`src/rtl/alu_result_buffer_if.sv`:
```
// ALU-to-writeback result channel: push side from the ALU, pop side to writeback.
// The buffer takes the slave modport; producer/consumer logic takes master.
interface alu_result_buffer_if #(
  parameter int WIDTH = 32,
  parameter int TAGW  = 5
);
  logic             IN_VALID;
  logic             IN_READY;
  logic [WIDTH-1:0] IN_Z;
  logic [3:0]       IN_FLAGS;
  logic [TAGW-1:0]  IN_TAG;
  logic             OUT_VALID;
  logic             OUT_READY;
  logic [WIDTH-1:0] OUT_Z;
  logic [3:0]       OUT_FLAGS;
  logic [TAGW-1:0]  OUT_TAG;

  modport master (
    output IN_VALID, IN_Z, IN_FLAGS, IN_TAG, OUT_READY,
    input  IN_READY, OUT_VALID, OUT_Z, OUT_FLAGS, OUT_TAG
  );

  modport slave (
    input  IN_VALID, IN_Z, IN_FLAGS, IN_TAG, OUT_READY,
    output IN_READY, OUT_VALID, OUT_Z, OUT_FLAGS, OUT_TAG
  );
endinterface

```
`src/rtl/alu_result_buffer.sv`:
```
// ALU result FIFO with registered head and sticky status flags.
// Optional FLAG_CHECK_EN adds FLAG_ERR (stored zero flag vs. Z mismatch).
module alu_result_buffer #(
  parameter int WIDTH = 32,
  parameter int DEPTH = 4,
  parameter int TAGW  = 5
) (
  input  logic                       CLOCK,
  input  logic                       RESET_N,
  alu_result_buffer_if.slave         bus,
  output logic [$clog2(DEPTH):0]     COUNT,
  output logic [3:0]                 STICKY,
  input  logic                       CLEAR_STICKY
`ifdef FLAG_CHECK_EN
  ,
  output logic                       FLAG_ERR
`endif
);
  localparam int PW = $clog2(DEPTH);
  localparam int CW = PW + 1;

  typedef struct packed {
    logic [WIDTH-1:0] z;
    logic [3:0]       flags;
    logic [TAGW-1:0]  tag;
  } entry_t;

  entry_t          mem_q [DEPTH];
  entry_t          head_q, head_d;
  entry_t          in_entry;
  logic [PW-1:0]   wr_ptr_q, wr_ptr_d;
  logic [PW-1:0]   rd_ptr_q, rd_ptr_d;
  logic [CW-1:0]   count_q, count_d;
  logic [2:0]      sticky_q, sticky_d;
  logic            full, empty, push, pop;

  assign in_entry = '{z: bus.IN_Z, flags: bus.IN_FLAGS, tag: bus.IN_TAG};
  assign full     = (count_q == CW'(DEPTH));
  assign empty    = (count_q == '0);
  assign push     = bus.IN_VALID & ~full;
  assign pop      = bus.OUT_READY & ~empty;

  always_comb begin
    wr_ptr_d = wr_ptr_q + PW'(push);
    rd_ptr_d = rd_ptr_q + PW'(pop);
    count_d  = count_q + CW'(push) - CW'(pop);
    // Next head: a surviving stored entry, else the incoming one, else hold.
    head_d = head_q;
    if ((count_q - CW'(pop)) != '0)
      head_d = mem_q[rd_ptr_d];
    else if (push)
      head_d = in_entry;
    sticky_d = CLEAR_STICKY ? 3'b000 : sticky_q;
    if (push)
      sticky_d = sticky_d | bus.IN_FLAGS[2:0];
  end

  always_ff @(posedge CLOCK) begin
    if (!RESET_N) begin
      wr_ptr_q <= '0;
      rd_ptr_q <= '0;
      count_q  <= '0;
      head_q   <= '0;
      sticky_q <= '0;
    end else begin
      wr_ptr_q <= wr_ptr_d;
      rd_ptr_q <= rd_ptr_d;
      count_q  <= count_d;
      head_q   <= head_d;
      sticky_q <= sticky_d;
    end
  end

  always_ff @(posedge CLOCK) begin
    if (RESET_N && push)
      mem_q[wr_ptr_q] <= in_entry;
  end

`ifdef FLAG_CHECK_EN
  logic flag_err_q, flag_err_d;
  logic flag_chk;

  assign flag_chk = (bus.IN_FLAGS[2] != ~|bus.IN_Z);

  always_comb begin
    flag_err_d = CLEAR_STICKY ? 1'b0 : flag_err_q;
    if (push)
      flag_err_d = flag_err_d | flag_chk;
  end

  always_ff @(posedge CLOCK) begin
    if (!RESET_N)
      flag_err_q <= 1'b0;
    else
      flag_err_q <= flag_err_d;
  end

  assign FLAG_ERR = flag_err_q;
`endif

  assign bus.IN_READY  = ~full;
  assign bus.OUT_VALID = ~empty;
  assign bus.OUT_Z     = head_q.z;
  assign bus.OUT_FLAGS = head_q.flags;
  assign bus.OUT_TAG   = head_q.tag;
  assign COUNT         = count_q;
  assign STICKY        = {1'b0, sticky_q};
endmodule
```
`src/flat_wrapper.sv`:
```
// flat-port wrapper written by rule: the top's interface ports become plain ports
module alu_result_buffer_flat 
#(
  parameter int WIDTH = 32,
  parameter int DEPTH = 4,
  parameter int TAGW  = 5
)
  (CLOCK, RESET_N, COUNT, STICKY, CLEAR_STICKY, bus_IN_VALID, bus_IN_Z, bus_IN_FLAGS, bus_IN_TAG, bus_OUT_READY, bus_IN_READY, bus_OUT_VALID, bus_OUT_Z, bus_OUT_FLAGS, bus_OUT_TAG);
  alu_result_buffer_if #(.WIDTH(WIDTH), .TAGW(TAGW)) bus_i ();
  input  logic CLOCK;
  input  logic RESET_N;
  output logic [$clog2(DEPTH):0] COUNT;
  output logic [3:0] STICKY;
  input  logic CLEAR_STICKY;
  input wire logic [$bits(bus_i.IN_VALID)-1:0] bus_IN_VALID;
  input wire logic [$bits(bus_i.IN_Z)-1:0] bus_IN_Z;
  input wire logic [$bits(bus_i.IN_FLAGS)-1:0] bus_IN_FLAGS;
  input wire logic [$bits(bus_i.IN_TAG)-1:0] bus_IN_TAG;
  input wire logic [$bits(bus_i.OUT_READY)-1:0] bus_OUT_READY;
  output wire logic [$bits(bus_i.IN_READY)-1:0] bus_IN_READY;
  output wire logic [$bits(bus_i.OUT_VALID)-1:0] bus_OUT_VALID;
  output wire logic [$bits(bus_i.OUT_Z)-1:0] bus_OUT_Z;
  output wire logic [$bits(bus_i.OUT_FLAGS)-1:0] bus_OUT_FLAGS;
  output wire logic [$bits(bus_i.OUT_TAG)-1:0] bus_OUT_TAG;
  assign bus_i.IN_VALID = bus_IN_VALID;
  assign bus_i.IN_Z = bus_IN_Z;
  assign bus_i.IN_FLAGS = bus_IN_FLAGS;
  assign bus_i.IN_TAG = bus_IN_TAG;
  assign bus_i.OUT_READY = bus_OUT_READY;
  assign bus_IN_READY = bus_i.IN_READY;
  assign bus_OUT_VALID = bus_i.OUT_VALID;
  assign bus_OUT_Z = bus_i.OUT_Z;
  assign bus_OUT_FLAGS = bus_i.OUT_FLAGS;
  assign bus_OUT_TAG = bus_i.OUT_TAG;
  alu_result_buffer #(.WIDTH(WIDTH), .DEPTH(DEPTH), .TAGW(TAGW)) u_core (.CLOCK(CLOCK), .RESET_N(RESET_N), .bus(bus_i), .COUNT(COUNT), .STICKY(STICKY), .CLEAR_STICKY(CLEAR_STICKY));
endmodule
```
`config.mk`:
```
export PLATFORM = sky130hd
export DESIGN_NAME = alu_result_buffer_flat
export DESIGN_NICKNAME = d
export VERILOG_FILES = /design/src/rtl/alu_result_buffer_if.sv /design/src/rtl/alu_result_buffer.sv /design/src/flat_wrapper.sv
export SDC_FILE = /design/constraint.sdc
export NUM_CORES = 1
export LEC_CHECK = 0
export BUFFER_PORTS_ARGS = -buffer_cell sky130_fd_sc_hd__buf_2
export CAP_MARGIN = 5
export CORE_UTILIZATION = 30
export CTS_CLUSTER_SIZE = 12
export DETAILED_ROUTE_END_ITERATION = 12
export GPL_TIMING_DRIVEN = 0
export MAX_ROUTING_LAYER = met4
export SYNTH_ARGS = -nofsm -noshare
export SYNTH_HDL_FRONTEND = slang
export SYNTH_SLANG_ARGS = --single-unit
```
`constraint.sdc`:
```
create_clock -name CLOCK -period 5 [get_ports CLOCK]
set_input_delay 0.25 -clock CLOCK [delete_from_list [all_inputs] [get_ports CLOCK]]
set_output_delay 0.25 -clock CLOCK [all_outputs]
set_load 0.02 [all_outputs]
```
==> results of run 1 <==
placed cells by master, fill, tap and decap left out, types with 5 or more instances in the layout:
master	n
a32oi_1	38
and2_1	8
buf_2	99
buf_6	9
clkbuf_1	32
clkbuf_16	24
clkinv_1	5
dfxtp_1	51
dlygate4sd3_1	41
edfxtp_1	164
ha_1	6
inv_1	6
mux2_2	20
mux2_4	21
mux2i_1	44
nand2_1	77
nand3_1	6
nor2b_1	6
o211a_1	38
per-layer routing:
layer / up-vias / wire (um) / GRT usage
met3: 24 / 1010 / 0.0243
li1: 2443 / - / -
met4: 0 / 302 / 0.0298
met5: - / 0 / -
met1: 2547 / 8900 / 0.183
met2: 129 / 9390 / 0.231
final timing paths:
path / start / endpoint / slack (ns) / depth (start not counted)
max: u_core.COUNT[2] / u_core.bus.OUT_Z[27] / 1.58 / 10
min: CLEAR_STICKY / u_core.sticky_q[2] / 0.08 / 4
max reg2reg: u_core.COUNT[2] / u_core.bus.OUT_Z[27] / 1.58 / 10
min reg2reg: u_core.mem_q[0][7] / u_core.bus.OUT_FLAGS[2] / 0.56 / 2
flip-flops by register name, summed over array words and instances, names as in the netlist:
register / count
u_core.mem_q: 164
u_core.bus.OUT_Z: 32
u_core.bus.OUT_TAG: 5
u_core.bus.OUT_FLAGS: 4
u_core.COUNT: 3
u_core.sticky_q: 3
u_core.rd_ptr_q: 2
u_core.wr_ptr_q: 2
repair_timing:
| item | 4_1_cts | 5_1_grt |
|---|---|---|
| endpoints found under the setup margin | 0 | 0 |
| hold buffers | 41 | 0 |
| hold endpoints to repair | 161 | 0 |
| setup buffers | 0 | 0 |
where the power goes:
part	internal [mW]	leakage, nW	total, mW	switching (mW)
logic	0.833	1.86	2.15	1.32
registers	2.18	1.91	2.28	0.103
clock network	1.00	0.363	1.68	0.677
stage by stage:
stage | setup TNS, ns | instances | utilization | hold WS, ns | setup slack [ns]
after floorplan | 0 | 546 | - | 0.349 | 0.387
after global placement | -150.19 | 1017 | 0.340 | 0.480 | -1.86
after detailed placement | 0 | 1027 | 0.345 | 0.481 | 1.57
after CTS | 0 | 1112 | 0.387 | 0.0590 | 1.55
after global routing | 0 | 1113 | 0.387 | 0.106 | 1.42
final | 0 | 1113 | 0.387 | 0.0824 | 1.58
logic make-up (layout without fill, tap and decap cells):
family | after synthesis | after routing | synth area share
AO/OA/AOI/OAI | 84 | 84 | 0.0900
XOR/XNOR | 6 | 6 | 0.00617
adder cells (fa/ha/maj) | 7 | 7 | 0.0112
buffers and inverters | 43 | 231 | 0.0258
flip-flops | 215 | 215 | 0.698
multiplexers | 85 | 85 | 0.115
other | 1 | 2 | 0.000440
AND/OR/NAND/NOR | 105 | 105 | 0.0533
layout make-up:
cell class | count | area share
multi-input cells | 288 | 0.220
clock inverters | 11 | 0.0104
inverters | 6 | 0.00209
diodes | 1 | 0.000232
repair buffers | 144 | 0.0942
plain buffers | 37 | 0.0183
clock buffers | 33 | 0.0597
well taps | 378 | 0.0438
flip-flops and latches | 215 | 0.551
worst register-to-register path, cell delays in order, from the launching register on:
cell      delay [ns]
dfxtp_1         0.36
or3_1           0.39
and2_1          0.21
ha_1            0.19
ha_1            0.18
xnor2_1         0.17
a31oi_1         0.31
clkbuf_1        0.51
clkbuf_1        0.52
a32oi_1         0.26
o211a_1         0.20
==> flow_summary_export.csv, run 1 <==
group,metric,value,unit
detailed_routing,vias,5143,
clock_tree,tritoncts,"yes",
final_layout,drive_above_1_share,0.260,
setup_path,crit_fanout,10,
clock_tree,h-tree-depth,1,
setup_path,cp.required,5.40,ns
synthesis,synthDistinctLibCells,32,
power_and_ir_drop,leakagePower,4.14,nW
power_and_ir_drop,p_total,6.11,mW
final_layout,regArea,5950,um^2
floorplanning,die_w,171,um
clock_tree,clkTransAtPathRegs,0.06,ns
timing,slew_headroom,0.357,
floorplanning,fp.dieH,171,um
floorplanning,core_area,27900,um^2
synthesis,synth_top_area_cell,"edfxtp_1",
setup_path,slowest_delay,0.51,ns
synthesis,syn-cell-area,8520,um^2
clock_tree,cts.repair.resized,0,
detailed_routing,drt_first_iter_violations,235,
timing,tightest_slew,0.962,ns
timing,hold_viol,0,
timing,slew_violations,0,
synthesis,synth_ff_type,"edfxtp_1",
final_layout,stdcell_area,10800,um^2
detailed_routing,drt-pass1-iter-count,4,
setup_path,crit_path_end_kind,"flop",
timing,setup_viol,0,
setup_path,crit_family,"buffers and inverters",
setup_path,crit_type,"flop to flop",
final_layout,layout.nets,769,
synthesis,yosysMostFrequentCell,"edfxtp_1",
synthesis,synth_common_cells,"edfxtp_1, nand2_1, dfxtp_1",
timing,clock-skew-final,0.0114,ns
floorplanning,dieArea,29100,um^2
detailed_routing,via_per_inst,4.62,
final_layout,multiInputGateArea,2380,um^2
synthesis,synth-seq-cells,215,
flow_run,cap_violations,0,
final_layout,area_growth,26.7,%
synthesis,syn_nets,599,
worst_hold_path,min_path_type,"input port to flop",
grt,grt_pass1_wl,30300,um
synthesis,syn_area_per_cell,15.6,um^2
synthesis,synth_top_area_share,0.578,
final_layout,fillCellCount,2629,
grt,grt_overflow_total,0,
setup_path,start_kind,"flop",
synthesis,synth_edf_count,164,
grt,antenna_found_initial,1,
synthesis,yosysWarnings,0,
grt,grt_util_all_layers,0.141,
setup_path,cp_data_arrival_time,3.82,ns
detailed_routing,ant_nets,0,
timing,rsz0062_at_grt,"no",
synthesis,netlist_instances,546,
detailed_routing,wirelength,19600,um
placement,routabilityCongestion,0.690,
floorplanning,io_pins,96,
setup_path,crit_slowest_cell,"clkbuf_1",
synthesis,seq_area_frac_synth,0.698,
floorplanning,initial_core_util,0.306,
clock_tree,clk_latency,0.51,ns
clock_tree,cts_buffer_depth,3,
detailed_routing,route.detailed.drc,0,
run_status,outcome,"complete, no violations",
clock_tree,cts_buffers,24,
placement,dpl.hpwl,12800,um
synthesis,async_flop_share,0,
timing,final.period_utilization,0.684,
setup_path,cp_cell_sequence,"or3_1, and2_1, ha_1, ha_1, xnor2_1, a31oi_1, clkbuf_1, clkbuf_1, a32oi_1, o211a_1",
clock_tree,cts_root_buffer,"clkbuf_16",
grt,grt_pass1_vias,5319,
power_and_ir_drop,power.density,566,nW/um^2
detailed_routing,wl_per_cell,17.6,um
grt,grt_max_degree,27,
placement,port-buffer-count,93,
floorplanning,rows,61,
synthesis,synth.area.top_cells,"edfxtp_1, dfxtp_1, mux2i_1, o211a_1, a32oi_1",
placement,dpl_cell_area,9620,um^2
setup_path,cp_num_buf_inv,2,
power_and_ir_drop,peakVddDrop,0.289,mV
timing,fmax,0.293,GHz
timing,min_period,3.42,ns
clock_tree,cts.sinks,215,
No activity file was read; power rests on OpenSTA's default activity.
==> inputs of run 2 (changes only) <==
clock period = 3.49 ns   (was 5 ns; I/O delays follow)
==> run 2 against run 1 <==
Against the previous run:
- non-clock buffer count unchanged
- wire length up 0.96%
- clock power up 35%
- utilization down 0.26 points
- flip-flop and latch count unchanged
- fmax up 4.3%
- highest routed layer unchanged
==> flow_summary_export.csv, run 2 (synthesis gave the netlist of run 1 again) <==
group,metric,value,unit
run_status,outcome,"complete, no violations",
detailed_routing,via_per_inst,4.62,
final_layout,final_cell_mix,"edfxtp_1, buf_2, nand2_1",
setup_path,crit_fanout,10,
detailed_routing,wl_per_cell,17.8,um
floorplanning,die_w,171,um
clock_tree,h-tree-depth,1,
floorplanning,core_area,27900,um^2
setup_path,crit_slowest_cell,"clkbuf_1",
timing,fin_setup_tns,0,ns
timing,clock-skew-final,0.0163,ns
clock_tree,clkTransAtPathRegs,0.06,ns
final_layout,fillCellCount,2657,
detailed_routing,ant_nets,0,
setup_path,start_kind,"flop",
placement,routabilityCongestion,0.714,
power_and_ir_drop,power.density,802,nW/um^2
floorplanning,io_pins,96,
timing,finalWorstSetupSlack,0.214,ns
placement,dp_slack,0.0611,ns
worst_hold_path,min_path_type,"input port to flop",
placement,port-buffer-count,93,
floorplanning,initial_core_util,0.306,
flow_run,cap_violations,0,
power_and_ir_drop,leakagePower,4.12,nW
grt,grt_max_degree,27,
power_and_ir_drop,peakVddDrop,0.353,mV
timing,fmax,0.305,GHz
setup_path,cp_cell_sequence,"or3_1, and2_1, ha_1, ha_1, xnor2_1, a31oi_1, clkbuf_2, clkbuf_1, a32oi_1, o211a_1",
detailed_routing,vias,5129,
grt,grt_pass1_vias,5241,
setup_path,slowest_delay,0.47,ns
final_layout,regArea,5950,um^2
floorplanning,rows,61,
clock_tree,tritoncts,"yes",
detailed_routing,drt-pass1-iter-count,4,
setup_path,crit_path_end_kind,"flop",
grt,grt_pass1_wl,30500,um
final_layout,diodes,0,
final_layout,top_register,"u_core.mem_q",
power_and_ir_drop,p_total,8.60,mW
setup_path,crit_type,"flop to flop",
floorplanning,fp.dieH,171,um
detailed_routing,wirelength,19800,um
clock_tree,clk_latency,0.50,ns
grt,grt_overflow_total,0,
floorplanning,dieArea,29100,um^2
grt,grt_util_all_layers,0.143,
final_layout,multiInputGateArea,2380,um^2
timing,rsz0062_at_grt,"no",
placement,dpl.hpwl,13000,um
timing,min_period,3.28,ns
final_layout,layout.nets,768,
detailed_routing,drt_first_iter_violations,346,
clock_tree,cts_buffers,23,
clock_tree,cts.sinks,215,
grt,antenna_found_initial,0,
final_layout,final_common_cell,"edfxtp_1",
timing,hold_viol,0,
timing,slew_headroom,0.295,
setup_path,cp.required,3.87,ns
timing,tightest_slew,1.05,ns
placement,dpl.cell_count,1027,
final_layout,drive_above_1_share,0.261,
final_layout,area_growth,25.9,%
final_layout,finalNonFillerCells,1109,
setup_path,cp_common_cell,"ha_1",
setup_path,cp_data_arrival_time,3.66,ns
detailed_routing,route.detailed.drc,0,
timing,setup_viol,0,
clock_tree,cts_buffer_depth,3,
timing,slew_violations,0,
timing,final.period_utilization,0.939,
final_layout,largest_reg_flops,164,
clock_tree,post_cts_buffers,0,
clock_tree,cts_root_buffer,"clkbuf_16",
[run 2: cell count changes in the layout (fill, tap and decap cells not counted)]
cell        before  now
clkbuf_1        32   34
buf_12           3    4
clkbuf_8         1    2
diode_2          1    0
buf_16           1    0
bufinv_16        2    1
clkbuf_2         0    3
clkbuf_16       24   23
clkinv_1         5    1
clkinv_8         1    0
buf_1            2    1
clkinvlp_4       1    0
[run 2: metal layers]
layer	vias up	wire length [um]	GRT usage
met1	2542	9250	0.188
met3	27	751	0.0208
met5	-	0	-
li1	2433	-	-
met2	127	9460	0.236
met4	0	329	0.0302
[run 2: worst paths after layout]
| check | startpoint | endpoint | slack (ns) | cells after the start |
|---|---|---|---|---|
| hold reg to reg | u_core.mem_q[2][7] | u_core.bus.OUT_FLAGS[2] | 0.55 | 2 |
| setup / recovery | u_core.COUNT[2] | u_core.bus.OUT_Z[15] | 0.21 | 10 |
| setup reg to reg | u_core.COUNT[2] | u_core.bus.OUT_Z[15] | 0.21 | 10 |
| hold / removal | CLEAR_STICKY | u_core.sticky_q[1] | 0.01 | 4 |
[run 2: critical path, delay by kind of cell (launching register included)]
| kind | cells | cell delay (ns) |
|---|---|---|
| buffers and inverters | 2 | 0.83 |
| AOI/OAI and AO/OA | 3 | 0.78 |
| and+or+nand+nor | 2 | 0.61 |
| adders and majority gates | 2 | 0.39 |
| DFF | 1 | 0.37 |
| xor gates and xnor gates | 1 | 0.18 |
[run 2: through the flow]
stage	hold WS, ns	instance area, um^2	util
2_1_floorplan	0.273	8520	-
3_3_place_gp	0.409	9460	0.340
3_5_place_dp	0.412	9620	0.345
4_1_cts	0.00209	10700	0.385
5_1_grt	0.0506	10700	0.385
6_report	0.0148	10700	0.385
[run 2: cell type report]
cell class,instances,share of cell area
plain buffers,37,0.0188
clock buffers,37,0.0604
clock inverters,4,0.00408
inverters,6,0.00210
multi-input cells,288,0.222
flip-flops and latches,215,0.554
well taps,378,0.0441
repair buffers,144,0.0942
[run 2: power breakdown]
group | internal (mW) | leakage (nW) | total, mW | switching [mW]
Clock | 1.34 | 0.336 | 2.27 | 0.929
Sequential | 3.12 | 1.91 | 3.28 | 0.160
Combinational | 1.20 | 1.87 | 3.05 | 1.85
Total | 5.66 | 4.12 | 8.60 | 2.94
[run 2: repair_timing]
action | 4_1_cts | 5_1_grt
hold endpoints to repair | 164 | 0
resized for setup | 0 | 5
hold buffers | 41 | 0
endpoints found under the setup margin | 0 | 20
==> inputs of run 3 (changes only) <==
CELL_PAD_IN_SITES_DETAIL_PLACEMENT = 0   (was not set)
CELL_PAD_IN_SITES_GLOBAL_PLACEMENT = 2   (was not set)
PLACE_DENSITY_LB_ADDON = 0.1   (was not set)
==> run 3 against run 2 <==
Against the previous run:
- utilization rose by 0.44 points
- sequential share of layout area fell by 0.63 points
- flip-flop and latch count did not move
- clock skew barely moved
- via count rose by 2.1%
- final area rose by 1.1%
- non-clock buffer count rose by 3
- die area did not move
- wire length rose by 8.9%
- register-to-register slack improved by 0.03 ns
- clock power rose by 7%
- critical path depth fell by 1
==> flow_summary_export.csv, run 3 (synthesis gave the netlist of run 1 again) <==
group,metric,value,unit
run_status,outcome,"complete, no violations",
setup_path,start_kind,"flop",
final_layout,final_common_cell,"edfxtp_1",
setup_path,crit_fanout,10,
timing,setup_viol,0,
clock_tree,cts.sinks,215,
grt,grt_pass1_wl,32800,um
final_layout,final_cell_mix,"edfxtp_1, buf_2, nand2_1",
final_layout,diodes,0,
setup_path,cp_data_arrival_time,3.70,ns
detailed_routing,via_per_inst,4.69,
timing,final.period_utilization,0.929,
setup_path,crit_path_end_kind,"flop",
detailed_routing,wirelength,21600,um
grt,grt_pass1_vias,5509,
final_layout,stdcell_area,10800,um^2
grt,grt_max_degree,23,
timing,fin_setup_tns,0,ns
final_layout,drive_above_1_share,0.273,
timing,min_period,3.24,ns
clock_tree,post_cts_buffers,0,
clock_tree,cts_buffers,25,
placement,dpl.hpwl,13600,um
timing,slew_headroom,0.470,
detailed_routing,drt_first_iter_violations,191,
floorplanning,dieArea,29100,um^2
clock_tree,clkTransAtPathRegs,0.06,ns
detailed_routing,ant_nets,0,
grt,grt_util_all_layers,0.156,
setup_path,crit_type,"flop to flop",
floorplanning,core_area,27900,um^2
final_layout,fillCellCount,2634,
grt,grt_overflow_total,0,
timing,fmax,0.308,GHz
power_and_ir_drop,power.density,815,nW/um^2
final_layout,fin_util,0.389,
final_layout,finalNonFillerCells,1117,
detailed_routing,vias,5239,
flow_run,cap_violations,0,
final_layout,layout.nets,773,
power_and_ir_drop,p_total,8.84,mW
timing,rsz0062_at_grt,"no",
clock_tree,tritoncts,"yes",
power_and_ir_drop,peakVddDrop,0.368,mV
timing,finalWorstSetupSlack,0.248,ns
grt,antenna_found_initial,0,
placement,dpl_cell_area,9640,um^2
setup_path,cp.required,3.95,ns
final_layout,largest_reg_flops,164,
clock_tree,h-tree-depth,1,
worst_hold_path,min_path_type,"input port to flop",
floorplanning,io_pins,96,
detailed_routing,route.detailed.drc,0,
clock_tree,cts_root_buffer,"clkbuf_16",
floorplanning,rows,61,
timing,clock-skew-final,0.0167,ns
timing,hold_slack,0.233,ns
placement,dp_slack,-0.121,ns
timing,slew_violations,0,
floorplanning,initial_core_util,0.306,
detailed_routing,wl_per_cell,19.3,um
power_and_ir_drop,leakagePower,4.18,nW
final_layout,area_growth,27.3,%
placement,dpl.cell_count,1029,
timing,hold_viol,0,
setup_path,r2r_setup_slack,0.25,ns
placement,port-buffer-count,93,
clock_tree,cts_buffer_depth,3,
clock_tree,clk_latency,0.52,ns
floorplanning,fp.dieH,171,um
timing,tightest_slew,0.793,ns
detailed_routing,drt-pass1-iter-count,4,
final_layout,top_register,"u_core.mem_q",
floorplanning,die_w,171,um
placement,routabilityCongestion,0.697,
[run 3: changes by cell type in the layout (fill, tap and decap cells not counted), sizes merged]
cell / delta
bufinv: -1
inv: +1
buf: +3
clkinvlp: +1
dlygate4sd3: +1
clkinv: +3
[run 3: timing repair]
action,4_1_cts,5_1_grt
hold endpoints to repair,167,0
setup endpoints to repair,30,3
hold buffers,42,0
gates cloned,0,0
resized for setup,3,2
[run 3: critical path, cell delays in order, from the launching register on]
cell      delay [ns]
dfxtp_1         0.37
or3_1           0.42
and2_1          0.23
ha_1            0.25
xnor2_1         0.24
clkbuf_1        0.52
clkbuf_1        0.55
nand2_1         0.11
a32oi_1         0.30
o211a_1         0.19
[run 3: worst paths after layout]
path                 startpoint                       to  cells past startpoint
max             u_core.COUNT[2]    u_core.bus.OUT_TAG[3]                      9
min                     RESET_N       u_core.rd_ptr_q[0]                      2
max reg2reg     u_core.COUNT[2]    u_core.bus.OUT_TAG[3]                      9
min reg2reg  u_core.mem_q[0][7]  u_core.bus.OUT_FLAGS[2]                      2
[run 3: layer usage]
metal | GRT usage | up-vias | wire length [um]
met3 | 0.0220 | 38 | 752
met1 | 0.199 | 2643 | 9950
met5 | - | - | 0
met2 | 0.261 | 107 | 10400
met4 | 0.0396 | 0 | 490
li1 | - | 2451 | -
[run 3: area by class of cell]
| class | count | area, um^2 | share of cell area |
|---|---|---|---|
| sequential | 215 | 5950 | 0.548 |
| multi-input combinational | 288 | 2380 | 0.219 |
| timing repair buffer | 147 | 1050 | 0.0964 |
| clock buffer | 38 | 734 | 0.0677 |
| tap | 378 | 473 | 0.0436 |
| buffer | 37 | 203 | 0.0187 |
| clock inverter | 8 | 42.5 | 0.00392 |
| inverter | 6 | 22.5 | 0.00208 |
[run 3: where the power goes]
group / total (mW) / leakage, nW / internal [mW] / switching [mW]
combinational: 3.13 / 1.89 / 1.21 / 1.92
clock: 2.44 / 0.381 / 1.44 / 0.994
sequential: 3.27 / 1.91 / 3.12 / 0.157
total: 8.84 / 4.18 / 5.77 / 3.07
